$ cat src/rtl/rv_iopmp_bram_arbiter_if.sv
// Bus bundle for the IOPMP entry BRAM arbiter: config port, checker fetch port,
// BRAM port and statistics. The slave modport is the arbiter's view.
interface rv_iopmp_bram_arbiter_if #(
  parameter int unsigned NUMBER_ENTRIES = 8,
  parameter int unsigned BRAM_DWIDTH    = 128
);
  localparam int unsigned AW = $clog2(NUMBER_ENTRIES);

  logic                   cfg_we_i;
  logic                   cfg_en_i;
  logic [AW-1:0]          cfg_addr_i;
  logic [BRAM_DWIDTH-1:0] cfg_din_i;
  logic [BRAM_DWIDTH-1:0] cfg_dout_o;
  logic                   chk_req_i;
  logic [AW-1:0]          chk_addr_i;
  logic                   chk_gnt_o;
  logic                   chk_rvalid_o;
  logic [BRAM_DWIDTH-1:0] chk_rdata_o;
  logic                   chk_flush_o;
  logic                   bram_we_o;
  logic                   bram_en_o;
  logic [AW-1:0]          bram_addr_o;
  logic [BRAM_DWIDTH-1:0] bram_din_o;
  logic [BRAM_DWIDTH-1:0] bram_dout_i;
  logic [31:0]            stat_stall_cnt_o;
  logic [31:0]            stat_gnt_cnt_o;

  modport slave (
    input  cfg_we_i, cfg_en_i, cfg_addr_i, cfg_din_i,
    input  chk_req_i, chk_addr_i, bram_dout_i,
    output cfg_dout_o, chk_gnt_o, chk_rvalid_o, chk_rdata_o, chk_flush_o,
    output bram_we_o, bram_en_o, bram_addr_o, bram_din_o,
    output stat_stall_cnt_o, stat_gnt_cnt_o
  );

  modport master (
    output cfg_we_i, cfg_en_i, cfg_addr_i, cfg_din_i,
    output chk_req_i, chk_addr_i, bram_dout_i,
    input  cfg_dout_o, chk_gnt_o, chk_rvalid_o, chk_rdata_o, chk_flush_o,
    input  bram_we_o, bram_en_o, bram_addr_o, bram_din_o,
    input  stat_stall_cnt_o, stat_gnt_cnt_o
  );
endinterface

$ cat src/rtl/rv_iopmp_bram_arbiter.sv
// Fixed-priority arbiter sharing the single-port IOPMP entry BRAM between the config
// port (always wins) and the checker fetch port. Stall/grant counters: RV_IOPMP_BRAM_ARB_STATS_EN.
module rv_iopmp_bram_arbiter #(
  parameter int unsigned NUMBER_ENTRIES = 8,
  parameter int unsigned BRAM_DWIDTH    = 128
) (
  input logic                    clk_i,
  input logic                    rst_ni,
  rv_iopmp_bram_arbiter_if.slave bus
);
  localparam int unsigned AW = $clog2(NUMBER_ENTRIES);

  typedef enum logic [1:0] {
    OWN_IDLE = 2'd0,
    OWN_CFG  = 2'd1,
    OWN_CHK  = 2'd2
  } own_e;

  own_e                   own_q;
  own_e                   own_next_s;
  logic                   flush_r;
  logic                   gnt_s;
  logic                   bram_en_s;
  logic                   bram_we_s;
  logic [AW-1:0]          bram_addr_s;
  logic [BRAM_DWIDTH-1:0] bram_din_s;
  logic                   rvalid_s;
  logic [BRAM_DWIDTH-1:0] rdata_s;
  logic [BRAM_DWIDTH-1:0] cfg_dout_s;

  // Owner register: who drove the BRAM last cycle, so its read data is steered back.
  always_ff @(posedge clk_i or negedge rst_ni) begin
    if (!rst_ni) begin
      own_q <= OWN_IDLE;
    end else begin
      own_q <= own_next_s;
    end
  end

  // Next owner follows the fixed-priority arbitration decision.
  always_comb begin
    own_next_s = OWN_IDLE;
    if (bus.cfg_en_i) begin
      own_next_s = OWN_CFG;
    end else if (bus.chk_req_i) begin
      own_next_s = OWN_CHK;
    end else begin
      own_next_s = OWN_IDLE;
    end
  end

  // BRAM drive and response steering.
  always_comb begin
    gnt_s       = 1'b0;
    bram_en_s   = 1'b0;
    bram_we_s   = 1'b0;
    bram_addr_s = {AW{1'b0}};
    bram_din_s  = {BRAM_DWIDTH{1'b0}};
    rvalid_s    = 1'b0;
    rdata_s     = {BRAM_DWIDTH{1'b0}};
    cfg_dout_s  = {BRAM_DWIDTH{1'b0}};
    if (bus.cfg_en_i) begin
      bram_en_s   = 1'b1;
      bram_we_s   = bus.cfg_we_i;
      bram_addr_s = bus.cfg_addr_i;
      bram_din_s  = bus.cfg_din_i;
    end else if (bus.chk_req_i) begin
      bram_en_s   = 1'b1;
      bram_addr_s = bus.chk_addr_i;
      gnt_s       = 1'b1;
    end else begin
      bram_en_s   = 1'b0;
    end
    case (own_q)
      OWN_CFG: cfg_dout_s = bus.bram_dout_i;
      OWN_CHK: begin
        rvalid_s = 1'b1;
        rdata_s  = bus.bram_dout_i;
      end
      default: begin
        rvalid_s = 1'b0;
      end
    endcase
  end

  // Any config write invalidates entries the checker may already hold.
  always_ff @(posedge clk_i or negedge rst_ni) begin
    if (!rst_ni) begin
      flush_r <= 1'b0;
    end else begin
      flush_r <= bus.cfg_en_i & bus.cfg_we_i;
    end
  end

`ifdef RV_IOPMP_BRAM_ARB_STATS_EN
  logic        stall_s;
  logic [31:0] stall_cnt_r;
  logic [31:0] gnt_cnt_r;

  function automatic logic [31:0] sat_inc(input logic [31:0] v);
    return (v == 32'hFFFF_FFFF) ? v : (v + 32'd1);
  endfunction

  assign stall_s = bus.chk_req_i & ~gnt_s;

  // Saturating statistics counters, cleared only by reset.
  always_ff @(posedge clk_i or negedge rst_ni) begin
    if (!rst_ni) begin
      stall_cnt_r <= 32'd0;
      gnt_cnt_r   <= 32'd0;
    end else begin
      if (stall_s) begin
        stall_cnt_r <= sat_inc(stall_cnt_r);
      end
      if (gnt_s) begin
        gnt_cnt_r <= sat_inc(gnt_cnt_r);
      end
    end
  end

  assign bus.stat_stall_cnt_o = stall_cnt_r;
  assign bus.stat_gnt_cnt_o   = gnt_cnt_r;
`else
  assign bus.stat_stall_cnt_o = 32'd0;
  assign bus.stat_gnt_cnt_o   = 32'd0;
`endif

  assign bus.chk_gnt_o    = gnt_s;
  assign bus.bram_en_o    = bram_en_s;
  assign bus.bram_we_o    = bram_we_s;
  assign bus.bram_addr_o  = bram_addr_s;
  assign bus.bram_din_o   = bram_din_s;
  assign bus.chk_rvalid_o = rvalid_s;
  assign bus.chk_rdata_o  = rdata_s;
  assign bus.cfg_dout_o   = cfg_dout_s;
  assign bus.chk_flush_o  = flush_r;
endmodule

$ cat src/flat_wrapper.sv
// flat-port wrapper written by rule: the top's interface ports become plain ports
module rv_iopmp_bram_arbiter_flat 
#(
  parameter int unsigned NUMBER_ENTRIES = 8,
  parameter int unsigned BRAM_DWIDTH    = 128
)
  (clk_i, rst_ni, bus_cfg_we_i, bus_cfg_en_i, bus_cfg_addr_i, bus_cfg_din_i, bus_chk_req_i, bus_chk_addr_i, bus_bram_dout_i, bus_cfg_dout_o, bus_chk_gnt_o, bus_chk_rvalid_o, bus_chk_rdata_o, bus_chk_flush_o, bus_bram_we_o, bus_bram_en_o, bus_bram_addr_o, bus_bram_din_o, bus_stat_stall_cnt_o, bus_stat_gnt_cnt_o);
  rv_iopmp_bram_arbiter_if #(.NUMBER_ENTRIES(NUMBER_ENTRIES), .BRAM_DWIDTH(BRAM_DWIDTH)) bus_i ();
  input logic clk_i;
  input logic rst_ni;
  input wire logic [$bits(bus_i.cfg_we_i)-1:0] bus_cfg_we_i;
  input wire logic [$bits(bus_i.cfg_en_i)-1:0] bus_cfg_en_i;
  input wire logic [$bits(bus_i.cfg_addr_i)-1:0] bus_cfg_addr_i;
  input wire logic [$bits(bus_i.cfg_din_i)-1:0] bus_cfg_din_i;
  input wire logic [$bits(bus_i.chk_req_i)-1:0] bus_chk_req_i;
  input wire logic [$bits(bus_i.chk_addr_i)-1:0] bus_chk_addr_i;
  input wire logic [$bits(bus_i.bram_dout_i)-1:0] bus_bram_dout_i;
  output wire logic [$bits(bus_i.cfg_dout_o)-1:0] bus_cfg_dout_o;
  output wire logic [$bits(bus_i.chk_gnt_o)-1:0] bus_chk_gnt_o;
  output wire logic [$bits(bus_i.chk_rvalid_o)-1:0] bus_chk_rvalid_o;
  output wire logic [$bits(bus_i.chk_rdata_o)-1:0] bus_chk_rdata_o;
  output wire logic [$bits(bus_i.chk_flush_o)-1:0] bus_chk_flush_o;
  output wire logic [$bits(bus_i.bram_we_o)-1:0] bus_bram_we_o;
  output wire logic [$bits(bus_i.bram_en_o)-1:0] bus_bram_en_o;
  output wire logic [$bits(bus_i.bram_addr_o)-1:0] bus_bram_addr_o;
  output wire logic [$bits(bus_i.bram_din_o)-1:0] bus_bram_din_o;
  output wire logic [$bits(bus_i.stat_stall_cnt_o)-1:0] bus_stat_stall_cnt_o;
  output wire logic [$bits(bus_i.stat_gnt_cnt_o)-1:0] bus_stat_gnt_cnt_o;
  assign bus_i.cfg_we_i = bus_cfg_we_i;
  assign bus_i.cfg_en_i = bus_cfg_en_i;
  assign bus_i.cfg_addr_i = bus_cfg_addr_i;
  assign bus_i.cfg_din_i = bus_cfg_din_i;
  assign bus_i.chk_req_i = bus_chk_req_i;
  assign bus_i.chk_addr_i = bus_chk_addr_i;
  assign bus_i.bram_dout_i = bus_bram_dout_i;
  assign bus_cfg_dout_o = bus_i.cfg_dout_o;
  assign bus_chk_gnt_o = bus_i.chk_gnt_o;
  assign bus_chk_rvalid_o = bus_i.chk_rvalid_o;
  assign bus_chk_rdata_o = bus_i.chk_rdata_o;
  assign bus_chk_flush_o = bus_i.chk_flush_o;
  assign bus_bram_we_o = bus_i.bram_we_o;
  assign bus_bram_en_o = bus_i.bram_en_o;
  assign bus_bram_addr_o = bus_i.bram_addr_o;
  assign bus_bram_din_o = bus_i.bram_din_o;
  assign bus_stat_stall_cnt_o = bus_i.stat_stall_cnt_o;
  assign bus_stat_gnt_cnt_o = bus_i.stat_gnt_cnt_o;
  rv_iopmp_bram_arbiter #(.NUMBER_ENTRIES(NUMBER_ENTRIES), .BRAM_DWIDTH(BRAM_DWIDTH)) u_core (.clk_i(clk_i), .rst_ni(rst_ni), .bus(bus_i));
endmodule
$ cat config.mk
export PLATFORM = sky130hd
export DESIGN_NAME = rv_iopmp_bram_arbiter_flat
export DESIGN_NICKNAME = d
export VERILOG_FILES = /design/src/rtl/rv_iopmp_bram_arbiter_if.sv /design/src/rtl/rv_iopmp_bram_arbiter.sv /design/src/flat_wrapper.sv
export SDC_FILE = /design/constraint.sdc
export NUM_CORES = 1
export LEC_CHECK = 0
export ABC_AREA = 1
export BUFFER_PORTS_ARGS = -buffer_cell sky130_fd_sc_hd__buf_4
export CAP_MARGIN = 25
export CELL_PAD_IN_SITES_DETAIL_PLACEMENT = 0
export CELL_PAD_IN_SITES_GLOBAL_PLACEMENT = 1
export CORE_AREA = 2 2 284 286
export DETAILED_ROUTE_END_ITERATION = 16
export DIE_AREA = 0 0 286 288
export PLACE_DENSITY = 0.43
export SYNTH_ARGS = -nofsm -noshare
export SYNTH_HDL_FRONTEND = slang
export SYNTH_SLANG_ARGS = --single-unit
$ cat constraint.sdc
create_clock -name clk_i -period 1 [get_ports clk_i]
set_input_delay 0.05 -clock clk_i [delete_from_list [all_inputs] [get_ports clk_i]]
set_output_delay 0.05 -clock clk_i [all_outputs]
set_load 0.1 [all_outputs]
==> results.rst <==
.. list-table::
   :header-rows: 1

   * - Metric
     - Value
   * - Most used DFF post-synth
     - sky130_fd_sc_hd__dfrtp_1
   * - Area enclosed by the die boundary
     - 82400 um^2
   * - Min Tclk post-route
     - 1.58 ns
   * - Result of the run
     - finished with violations
   * - Worst slack at placement
     - -0.421 ns
   * - Sequential area share after synthesis
     - 2.17%
   * - Fin worst setup slack
     - -0.576 ns
   * - Cells after Synth
     - 771
   * - Vias post-DR
     - 6996
   * - Number of sinks handled by clock tree synthesis
     - 3
   * - Pwr per Cell Area
     - 813 nW/um^2
   * - CP required
     - 0.95 ns
   * - Routability cong.
     - 0.848
   * - Via count of the first global-routing pass
     - 7119
   * - Core region area
     - 79600 um^2
   * - Ys Warns
     - 0
   * - Filler cell count
     - 8801
   * - Share of the clock period used by the worst path after layout
     - 158%
   * - DR WL/cell
     - 16.2 um
   * - Area leader, netlist
     - sky130_fd_sc_hd__inv_1
   * - Global-route wire length before repair
     - 51800 um
   * - Number of core rows
     - 104
   * - Fraction of registers with async set or reset after synthesis
     - 100%
   * - Achievable clock frequency
     - 0.634 GHz
   * - Number of nets still failing antenna checks after routing
     - 0
   * - DRT Pass-1 Iters
     - 4
   * - Reported net switching power
     - 8.66 mW
   * - Dominant cells by area after synthesis
     - sky130_fd_sc_hd__inv_1, sky130_fd_sc_hd__nor2_1, sky130_fd_sc_hd__nand2_1
   * - Flops & latches, synth
     - 3
   * - Violations in the final reports
     - setup timing
   * - TritonCTS Buffers
     - 3
   * - Worst-path fanout max
     - 8
   * - Area of all placed cells without fillers
     - 15600 um^2
   * - Sum of internal, switching and leakage power
     - 12.7 mW
   * - Grt total ovfl
     - 0
   * - Number of H-tree levels
     - 1
   * - Pin count of the biggest net entering global routing
     - 25
   * - Layout Nets
     - 1735
   * - Proportion of netlist area held by the largest area contributor
     - 28.4%
   * - Number of flops mapped to enable cells by yosys
     - 0
   * - Final Hold Viols
     - 0
   * - Clock root buffer
     - sky130_fd_sc_hd__clkbuf_16
   * - Share of cells above drive strength 1
     - 75.3%
   * - Sequential share of power
     - 1.0%
   * - Min-delay worst type
     - input port to register
   * - Final HPWL from detailed placement
     - 35200 um
   * - Effective utilization at floorplan
     - 4.35%
   * - Top cell types by occurrence after synthesis
     - sky130_fd_sc_hd__inv_1, sky130_fd_sc_hd__nor2_1, sky130_fd_sc_hd__nand2_1, sky130_fd_sc_hd__buf_4, sky130_fd_sc_hd__buf_6
   * - Port Buffers
     - 658
   * - # setup viols final
     - 366
   * - DRC violation count after routing
     - 0
   * - Max Cap Violations
     - 0
   * - Leakage power
     - 6.81 nW
   * - Number of I/O pins
     - 723
   * - Drt initial violations
     - 107
   * - Unrepaired setup endpoints after global routing
     - true
   * - Worst-case clock buffer depth
     - 2
   * - Worst VDD drop
     - 0.379 mV
   * - Crit start category
     - register
   * - Cell internal power dissipation
     - 4.01 mW
   * - All-Layer GR Usage
     - 8.84%
   * - Cell area after technology mapping
     - 3460 um^2
   * - Comb power frac
     - 93.9%
   * - Most frequently used cell type in the post-synthesis netlist
     - sky130_fd_sc_hd__inv_1
   * - Clock tree from TritonCTS
     - yes
   * - Worst hold slack after final layout
     - 0.0922 ns
   * - CP Class
     - register to output port
   * - Switching Share
     - 68.3%
   * - Total length of routed wires
     - 40800 um
   * - Type of destination of the critical path
     - output port
   * - Vias per cell
     - 2.77
   * - Data arrival, critical path
     - 1.53 ns
   * - Number of antenna violations at the first check in global routing
     - 11
   * - P&R area growth vs syn
     - 350%
   * - Avg Synthesized Cell Area
     - 4.49 um^2
   * - Number of max-slew violations in the final report
     - 0
   * - Clock-pin transition on the worst setup and hold timing paths
     - 0.03 ns
   * - Yosys cell types
     - 9
   * - Area after detailed placement
     - 11300 um^2
   * - Die outline height
     - 288 um
   * - Clock share of power
     - 5.0%
   * - Die outline width
     - 286 um
-- per-stage QoR --
stage	setup TNS, ns	instances	util, %
after floorplan	-201.43	834	-
after global placement	-93.71	2504	14.2
after detailed placement	-86.78	2504	14.2
after CTS	-140.10	2516	17.7
after global routing	-155.68	2528	19.6
final	-135.25	2528	19.6
-- final timing paths --
kind | to | slack [ns] | start | depth (start not counted)
setup / recovery | bus_chk_rdata_o[121] | -0.58 | u_core.own_q[1]$_DFF_PN0_ | 6
hold / removal | u_core.bus.chk_flush_o$_DFF_PN0_ | 0.09 | bus_cfg_we_i | 3
min in group asynchronous | u_core.bus.chk_flush_o$_DFF_PN0_ | 0.27 | rst_ni | 2
max in group asynchronous | u_core.own_q[1]$_DFF_PN0_ | 0.63 | rst_ni | 2
-- placed cells by master, fill, tap and decap left out, types with 2 or more instances in the layout --
cell type                    instances
sky130_fd_sc_hd__nor2_4            224
sky130_fd_sc_hd__nand2_2             4
sky130_fd_sc_hd__nor2_2             22
sky130_fd_sc_hd__clkinvlp_4        112
sky130_fd_sc_hd__dfrtp_1             3
sky130_fd_sc_hd__buf_16             14
sky130_fd_sc_hd__clkbuf_16          11
sky130_fd_sc_hd__conb_1             64
sky130_fd_sc_hd__nand3_1             3
sky130_fd_sc_hd__inv_2               2
sky130_fd_sc_hd__buf_12            249
sky130_fd_sc_hd__nand2_1           131
sky130_fd_sc_hd__buf_8               2
sky130_fd_sc_hd__nor2_1             11
sky130_fd_sc_hd__nand2_4             2
sky130_fd_sc_hd__buf_4             433
sky130_fd_sc_hd__inv_1             148
sky130_fd_sc_hd__buf_6              29
-- sequential cells by signal (all words and copies together), names as in the netlist --
name and cells:
u_core.bus.chk_flush_o 1, u_core.own_q 2
-- metal layers --
| metal | part of all wire [%] | vias to the layer above | track usage, % | routed length, um |
|---|---|---|---|---|
| li1 | - | 3304 | - | - |
| met1 | 35 | 3210 | 9.38 | 14500 |
| met2 | 55 | 447 | 17.0 | 22300 |
| met3 | 8.2 | 31 | 2.44 | 3370 |
| met4 | 1.7 | 4 | 2.16 | 699 |
| met5 | 0.069 | - | 0 | 28 |
-- layout make-up --
cell class | instances | area (um^2) | area share, %
repair buffers | 736 | 9190 | 58.9
multi-input cells | 462 | 3520 | 22.6
inverters | 262 | 1400 | 9.00
well taps | 1060 | 1330 | 8.51
clock buffers | 4 | 78.8 | 0.506
flip-flops and latches | 3 | 75.1 | 0.482
diodes | 1 | 2.50 | 0.0161
-- timing repair --
item / 4_1_cts / 5_1_grt
resized for setup: 634 / 308
pin swaps: 0 / 5
setup buffers: 0 / 6
endpoints found under the hold margin: 3 / 0
endpoints found under the setup margin: 376 / 379
gates cloned: 7 / 8
hold buffers: 1 / 0
-- worst max-delay path: stages (launching register included) --
cell and delay (ns):
sky130_fd_sc_hd__dfrtp_1 0.38, sky130_fd_sc_hd__buf_6 0.13, sky130_fd_sc_hd__nand2_8 0.10, sky130_fd_sc_hd__buf_12 0.18, sky130_fd_sc_hd__buf_16 0.16, sky130_fd_sc_hd__nor2_4 0.14, sky130_fd_sc_hd__buf_12 0.19
-- power groups by stage --
stage	clock (mW)	sequential, mW	combinational (mW)
2_1_floorplan	0	0.147	7.78
3_3_place_gp	0	0.133	10.3
3_5_place_dp	0	0.133	10.3
4_1_cts	0.653	0.132	11.4
5_1_grt	0.661	0.134	12.3
6_report	0.640	0.133	11.9
-- cells by family after synthesis --
family / after synthesis / share of synthesized area [%]
other cells: 1 / 0.108
buf+inv: 369 / 54.4
flops: 3 / 2.17
simple gates: 398 / 43.3
No activity file was read; power rests on OpenSTA's default activity.
